### src/rtl/sdram_req_arbiter_if.sv
// Request, command-FIFO write and read-response bundle of sdram_req_arbiter.
// slave: arbiter side; master: client/controller side.
interface sdram_req_arbiter_if #(
    parameter int NUM_REQ = 4,
    parameter int ID_W    = 2,
    parameter int ADDR_W  = 24,
    parameter int DATA_W  = 16
);
    // client request ports, flattened per port
    logic [NUM_REQ-1:0]        req_valid;
    logic [NUM_REQ-1:0]        req_we;
    logic [NUM_REQ*ADDR_W-1:0] req_addr;
    logic [NUM_REQ*DATA_W-1:0] req_wdata;
    logic [NUM_REQ-1:0]        req_ready;

    // command FIFO write side
    logic                           fifo_full;
    logic                           fifo_w_en;
    logic [ID_W+1+ADDR_W+DATA_W-1:0] fifo_din;

    // read responses from the controller and back to the ports
    logic              rsp_valid;
    logic [ID_W-1:0]   rsp_id;
    logic [DATA_W-1:0] rsp_data;
    logic [NUM_REQ-1:0] rsp_valid_o;
    logic [DATA_W-1:0] rsp_data_o;
    logic              err_underflow;

    modport slave (
        input  req_valid, req_we, req_addr, req_wdata,
        input  fifo_full,
        input  rsp_valid, rsp_id, rsp_data,
        output req_ready, fifo_w_en, fifo_din,
        output rsp_valid_o, rsp_data_o, err_underflow
    );

    modport master (
        output req_valid, req_we, req_addr, req_wdata,
        output fifo_full,
        output rsp_valid, rsp_id, rsp_data,
        input  req_ready, fifo_w_en, fifo_din,
        input  rsp_valid_o, rsp_data_o, err_underflow
    );
endinterface

### src/rtl/sdram_req_arbiter.sv
// Round-robin arbiter sharing the SDRAM command FIFO between NUM_REQ ports,
// with per-port outstanding-read throttling and ID-routed read responses.
// Ports: clk, rst_n (sync, active-low), bus (sdram_req_arbiter_if.slave):
//   req_* in / req_ready out, fifo_full in / fifo_w_en+fifo_din out,
//   rsp_* in / rsp_valid_o, rsp_data_o, err_underflow out.
module sdram_req_arbiter #(
    parameter int NUM_REQ = 4,
    parameter int ID_W    = 2,
    parameter int ADDR_W  = 24,
    parameter int DATA_W  = 16,
    parameter int MAX_OUT = 2
) (
    input  logic                  clk,
    input  logic                  rst_n,
    sdram_req_arbiter_if.slave    bus
);
    localparam int CNT_W = 4;
    localparam logic [CNT_W-1:0] MAX_CNT = CNT_W'(MAX_OUT);

    logic [ID_W-1:0]   rr_ptr_q, rr_ptr_d;
    logic [CNT_W-1:0]  out_cnt_q [NUM_REQ];
    logic [CNT_W-1:0]  out_cnt_d [NUM_REQ];
    logic [NUM_REQ-1:0] rsp_valid_o_q, rsp_valid_o_d;
    logic [DATA_W-1:0] rsp_data_o_q, rsp_data_o_d;
    logic              err_underflow_q, err_underflow_d;

    logic [NUM_REQ-1:0] eligible;
    logic               found;
    logic [ID_W-1:0]    winner;
    logic [ID_W-1:0]    idx;
    logic               transfer;
    logic               sel_we;
    logic [ADDR_W-1:0]  sel_addr;
    logic [DATA_W-1:0]  sel_wdata;
    logic [NUM_REQ-1:0] ready;

    // Reads need a free outstanding slot; writes are never throttled.
    always_comb begin
        eligible = '0;
        for (int i = 0; i < NUM_REQ; i++) begin
            eligible[i] = bus.req_valid[i] &&
                          (bus.req_we[i] || (out_cnt_q[i] < MAX_CNT));
        end
    end

    // Scan from rr_ptr upward; ID_W-bit addition wraps modulo NUM_REQ.
    always_comb begin
        found  = 1'b0;
        winner = '0;
        idx    = '0;
        for (int k = 0; k < NUM_REQ; k++) begin
            idx = rr_ptr_q + ID_W'(k);
            if (!found && eligible[idx]) begin
                found  = 1'b1;
                winner = idx;
            end
        end
    end

    assign transfer = found && !bus.fifo_full;

    // Select the winning port's fields.
    always_comb begin
        sel_we    = 1'b0;
        sel_addr  = '0;
        sel_wdata = '0;
        for (int i = 0; i < NUM_REQ; i++) begin
            if (winner == ID_W'(i)) begin
                sel_we    = bus.req_we[i];
                sel_addr  = bus.req_addr[i*ADDR_W +: ADDR_W];
                sel_wdata = bus.req_wdata[i*DATA_W +: DATA_W];
            end
        end
    end

    always_comb begin
        ready = '0;
        if (transfer) begin
            ready[winner] = 1'b1;
        end
    end

    assign bus.req_ready = ready;
    assign bus.fifo_w_en = transfer;
    assign bus.fifo_din  = transfer ? {winner, sel_we, sel_addr, sel_wdata}
                                    : '0;

    always_comb begin
        rr_ptr_d = rr_ptr_q;
        if (transfer) begin
            rr_ptr_d = winner + ID_W'(1);
        end
    end

    // Response routing: registered, never back-pressured.
    always_comb begin
        rsp_valid_o_d = '0;
        rsp_data_o_d  = rsp_data_o_q;
        if (bus.rsp_valid) begin
            rsp_valid_o_d[bus.rsp_id] = 1'b1;
            rsp_data_o_d              = bus.rsp_data;
        end
    end

    // Outstanding-read counters. A simultaneous issue and return cancel.
    always_comb begin
        logic inc;
        logic dec;
        err_underflow_d = err_underflow_q;
        inc = 1'b0;
        dec = 1'b0;
        for (int i = 0; i < NUM_REQ; i++) begin
            out_cnt_d[i] = out_cnt_q[i];
            inc = transfer && (winner == ID_W'(i)) && !bus.req_we[i];
            dec = bus.rsp_valid && (bus.rsp_id == ID_W'(i));
            if (inc && !dec) begin
                out_cnt_d[i] = out_cnt_q[i] + CNT_W'(1);
            end else if (!inc && dec) begin
                if (out_cnt_q[i] != '0) begin
                    out_cnt_d[i] = out_cnt_q[i] - CNT_W'(1);
                end else begin
                    err_underflow_d = 1'b1;
                end
            end
        end
    end

    always_ff @(posedge clk) begin
        if (!rst_n) begin
            rr_ptr_q        <= '0;
            rsp_valid_o_q   <= '0;
            rsp_data_o_q    <= '0;
            err_underflow_q <= 1'b0;
            for (int i = 0; i < NUM_REQ; i++) begin
                out_cnt_q[i] <= '0;
            end
        end else begin
            rr_ptr_q        <= rr_ptr_d;
            rsp_valid_o_q   <= rsp_valid_o_d;
            rsp_data_o_q    <= rsp_data_o_d;
            err_underflow_q <= err_underflow_d;
            for (int i = 0; i < NUM_REQ; i++) begin
                out_cnt_q[i] <= out_cnt_d[i];
            end
        end
    end

    assign bus.rsp_valid_o   = rsp_valid_o_q;
    assign bus.rsp_data_o    = rsp_data_o_q;
    assign bus.err_underflow = err_underflow_q;

endmodule

### src/flat_wrapper.sv
// flat-port wrapper written by rule: the top's interface ports become plain ports
module sdram_req_arbiter_flat 
#(
    parameter int NUM_REQ = 4,
    parameter int ID_W    = 2,
    parameter int ADDR_W  = 24,
    parameter int DATA_W  = 16,
    parameter int MAX_OUT = 2
)
  (clk, rst_n, bus_req_valid, bus_req_we, bus_req_addr, bus_req_wdata, bus_fifo_full, bus_rsp_valid, bus_rsp_id, bus_rsp_data, bus_req_ready, bus_fifo_w_en, bus_fifo_din, bus_rsp_valid_o, bus_rsp_data_o, bus_err_underflow);
  sdram_req_arbiter_if #(.NUM_REQ(NUM_REQ), .ID_W(ID_W), .ADDR_W(ADDR_W), .DATA_W(DATA_W)) bus_i ();
  input  logic clk;
  input  logic rst_n;
  input wire logic [$bits(bus_i.req_valid)-1:0] bus_req_valid;
  input wire logic [$bits(bus_i.req_we)-1:0] bus_req_we;
  input wire logic [$bits(bus_i.req_addr)-1:0] bus_req_addr;
  input wire logic [$bits(bus_i.req_wdata)-1:0] bus_req_wdata;
  input wire logic [$bits(bus_i.fifo_full)-1:0] bus_fifo_full;
  input wire logic [$bits(bus_i.rsp_valid)-1:0] bus_rsp_valid;
  input wire logic [$bits(bus_i.rsp_id)-1:0] bus_rsp_id;
  input wire logic [$bits(bus_i.rsp_data)-1:0] bus_rsp_data;
  output wire logic [$bits(bus_i.req_ready)-1:0] bus_req_ready;
  output wire logic [$bits(bus_i.fifo_w_en)-1:0] bus_fifo_w_en;
  output wire logic [$bits(bus_i.fifo_din)-1:0] bus_fifo_din;
  output wire logic [$bits(bus_i.rsp_valid_o)-1:0] bus_rsp_valid_o;
  output wire logic [$bits(bus_i.rsp_data_o)-1:0] bus_rsp_data_o;
  output wire logic [$bits(bus_i.err_underflow)-1:0] bus_err_underflow;
  assign bus_i.req_valid = bus_req_valid;
  assign bus_i.req_we = bus_req_we;
  assign bus_i.req_addr = bus_req_addr;
  assign bus_i.req_wdata = bus_req_wdata;
  assign bus_i.fifo_full = bus_fifo_full;
  assign bus_i.rsp_valid = bus_rsp_valid;
  assign bus_i.rsp_id = bus_rsp_id;
  assign bus_i.rsp_data = bus_rsp_data;
  assign bus_req_ready = bus_i.req_ready;
  assign bus_fifo_w_en = bus_i.fifo_w_en;
  assign bus_fifo_din = bus_i.fifo_din;
  assign bus_rsp_valid_o = bus_i.rsp_valid_o;
  assign bus_rsp_data_o = bus_i.rsp_data_o;
  assign bus_err_underflow = bus_i.err_underflow;
  sdram_req_arbiter #(.NUM_REQ(NUM_REQ), .ID_W(ID_W), .ADDR_W(ADDR_W), .DATA_W(DATA_W), .MAX_OUT(MAX_OUT)) u_core (.clk(clk), .rst_n(rst_n), .bus(bus_i));
endmodule
### config.mk
export PLATFORM = sky130hd
export DESIGN_NAME = sdram_req_arbiter_flat
export DESIGN_NICKNAME = d
export VERILOG_FILES = /design/src/rtl/sdram_req_arbiter_if.sv /design/src/rtl/sdram_req_arbiter.sv /design/src/flat_wrapper.sv
export SDC_FILE = /design/constraint.sdc
export NUM_CORES = 1
export LEC_CHECK = 0
export ABC_AREA = 1
export CORE_ASPECT_RATIO = 1.5
export CORE_MARGIN = 4
export CORE_UTILIZATION = 36
export DETAILED_ROUTE_END_ITERATION = 8
export GPL_TIMING_DRIVEN = 0
export PLACE_DENSITY = 0.83
export SLEW_MARGIN = 10
export SYNTH_ARGS = -nofsm -noshare
export SYNTH_HDL_FRONTEND = slang
export SYNTH_SLANG_ARGS = --single-unit
### constraint.sdc
create_clock -name clk -period 5.4 [get_ports clk]
set_input_delay 1.08 -clock clk [delete_from_list [all_inputs] [get_ports clk]]
set_output_delay 1.08 -clock clk [all_outputs]
set_load 0.02 [all_outputs]
==> metrics.txt <==
Yosys cell types 37; class of the most critical setup path in -> out; clock skew between 0.004 and 0.005 ns; met2 Usage GRT 53.80%; Worst slew margin 67.93%; type of the worst min-delay path reg -> reg; Top Ports 259; CTS buffer count 5; CP bufs+invs 5; DRT iter0 DRCs 308; postcts setup bufs 0; Leak Pwr 2.744 nW; FF+latch area 780.7 µm²; Core Box Area between 9000 and 10000 µm²; Buffers on Ports 258; final setup vio count 0; Starting Density 37.33%; commonest cells in the netlist nand2_1 (98), a21oi_1 (62), o21ai_0 (60); register area share after synthesis approximately a fifth; Final Hold Fails 0; hold_ws 0.4713 ns; Worst setup EP type output port; WP data required 4.32 ns; power density over the cells 698.8 nW/µm²; H-tree Lvls 2; Die ar. 11870 µm²; worst skew pair latency 0.29 ns; YS warnings 0; largest net degree at the start of global routing 12; via count 5176; number of core rows 44; pre-CTS WS -0.6387 ns; crit path launch type input port; die width 90.31 µm; ANT nets after route 0; maximum VDD drop 0.0003561 V; post-synth top area share 21.34%; CP Max Fanout 10; nets 1040; Tot Pwr 4.492 mW; Worst-path clk slew approximately 0.06 ns; syn nets 776; GR Util met1 28.71%; RSZ-0062 raised after global routing true; flops & latches, synth 39; share of layout cells above drive strength 1 11.73%; GRT busiest layer met2; CTS tree done; number of fill cells about 900; Overflow after GRT 0; Routed wire per std cell 19.17 µm; slowest CP cell clkdlybuf4s50_1; Post-DP HPWL 14.94 mm; Post-synth EDFFs 0; most common flop cell mapped by yosys dfxtp_1; Yosys top cell by area dfxtp_1; fin crit share 96.24%; hold_buf cts 0; area of the multi-input gates around 2500 µm²; drt drc 0; crit path cell chain clkdlybuf4s50_1 -> inv_1 -> nand2_1 -> nand3_1 -> nand2_1 -> nand2_1 -> nand2_1 -> nand2_1 -> nand3_1 -> nand3_1 -> nand2_1 -> inv_1 -> ha_2 -> nor2_4 -> buf_4 -> a22oi_1 -> o21ai_0 -> o21ai_0 -> nor2_2 -> clkdlybuf4s15_1; GR Layer Usage met3 between 10 and 15%; max_cap viols 0; Slew Viols, Final 0; Peak Freq 192.4 MHz; Synth Instances between 500 and 600; synthesized area 3659 µm²; CP max stage delay 0.50 ns; drt via density 5.495; Bufs on Longest Clock Path 2; Critical Path Most Common Cell nand2_1; final wirelength 18.06 mm; outcome finished, final reports clean; Critical Path AT 4.12 ns; first-pass GRT wire length 28.06 mm; worst-margin pin slew 0.4811 ns; Tmin final 5.197 ns; vias in the first global route 5401; initial antenna violation count 1; Setup TNS 0 ns; Synth area leaders dfxtp_1 (21%), nand2_1 (10%), a21oi_1 (8.5%); Pre-antenna DRT Iters 5; CP top delay family simple AND/OR/NAND/NOR gates; GPL Wtd Cong 0.8967; Syn Area/Cell 6.510 µm²; clock sinks 39; GRT Overall Usage 29.30%; CTS root buf clkbuf_16; DIE HEIGHT 131.5 µm; asr flop ratio synth 0%; most frequent cell after synthesis nand2_1; antenna cells 0; PnR worst setup slack between 0.2 and 0.25 ns; area grow syn2layout 75.72%
cell families after synthesis:
kind of cell    after synthesis  synth area share, %
buf+inv                      91                10.70
flops                        39                21.34
simple gates                207                25.10
compound gates              196                32.11
fa+ha+maj                    24                9.029
xor+xnor                      5                1.710
registers in the layout, summed over array words and instances, names as in the netlist:
signal	cells
u_core.bus.rsp_data_o	16
u_core.out_cnt_q	16
u_core.rr_ptr_q	2
u_core.bus.err_underflow	1
u_core.bus.rsp_valid_o	4
cell type report:
class / count / share of cell area, %
clock buffer: 7 / 2.063
timing repair buffer: 258 / 37.70
multi-input combinational: 432 / 38.89
sequential: 39 / 12.14
inverter: 51 / 2.978
tap: 115 / 2.238
buffer: 39 / 3.912
clock inverter: 1 / 0.07785
layout by cell type, fill, tap and decap left out, types with 4 or more instances in the layout:
cell	instances
clkdlybuf4s50_1	216
nand2_1	98
a21oi_1	61
o21ai_0	60
nor2_1	56
inv_1	46
a22oi_1	40
dfxtp_1	39
clkbuf_2	37
o211ai_1	27
nand3_1	19
ha_1	19
clkbuf_1	12
nor2_2	11
clkbuf_4	9
buf_4	6
nand4_1	5
buf_2	5
clkbuf_16	5
dlygate4sd2_1	5
clkdlybuf4s15_1	5
inv_2	4
nor2_4	4
nor3_1	4
xnor2_1	4
or2_2	4
a211oi_1	4
fa_1	4
metrics by stage:
stage | utilization, % | std cells | area (µm²)
5_1_grt | 65.60 | 942 | 6429
3_3_place_gp | 65.16 | 935 | 6385
2_1_floorplan | - | 562 | 3659
6_report | 65.60 | 942 | 6429
4_1_cts | 66.52 | 942 | 6519
3_5_place_dp | 65.16 | 935 | 6385
power by group:
group | internal (mW) | switching, mW | total (mW)
clock | 0.171 | 0.118 | 0.288
sequential | 0.332 | 0.0317 | 0.364
combinational | 1.44 | 2.40 | 3.84
total | 1.95 | 2.55 | 4.49
per-layer routing:
layer	up-vias	wire length, µm
met1	2342	6341
met4	2	880
met5	-	11
met2	298	9076
met3	62	1747
li1	2472	-
final timing paths:
check / start / end / slack, ns / cells after the start
max reg2reg: u_core.out_cnt_q[3][1]$_SDFFE_PN0P_ / u_core.out_cnt_q[2][3]$_SDFFE_PN0P_ / 1.28 / 27
max: bus_req_we[1] / bus_fifo_din[24] / 0.20 / 20
min reg2reg: u_core.out_cnt_q[2][3]$_SDFFE_PN0P_ / u_core.out_cnt_q[2][3]$_SDFFE_PN0P_ / 0.47 / 2
min: u_core.out_cnt_q[2][3]$_SDFFE_PN0P_ / u_core.out_cnt_q[2][3]$_SDFFE_PN0P_ / 0.47 / 2
worst reg2reg max path, cell delays in order, from the launching register on:
cell and delay (ns):
dfxtp_1 0.38, inv_1 0.09, nand2_1 0.07, nand2_1 0.12
nand3_1 0.12, nand2_1 0.13, o21ai_4 0.22, nand3_1 0.09
nor2_1 0.11, nand2_1 0.08, nand2_1 0.14, ha_1 0.16
clkbuf_4 0.20, inv_1 0.07, buf_4 0.18, nor2_1 0.23
nand2_1 0.12, inv_1 0.07, ha_1 0.19, inv_1 0.11
ha_1 0.34, nand2_1 0.09, nor2_1 0.04, a211oi_1 0.26
a21oi_1 0.11, o21ai_0 0.12, o21ai_0 0.11, a21oi_1 0.13
timing repair:
action / CTS / global route
gates cloned: 0 / 0
endpoints found under the setup margin: 43 / 43
gates resized for setup: 68 / 80
No activity file was read; power rests on OpenSTA's default activity.
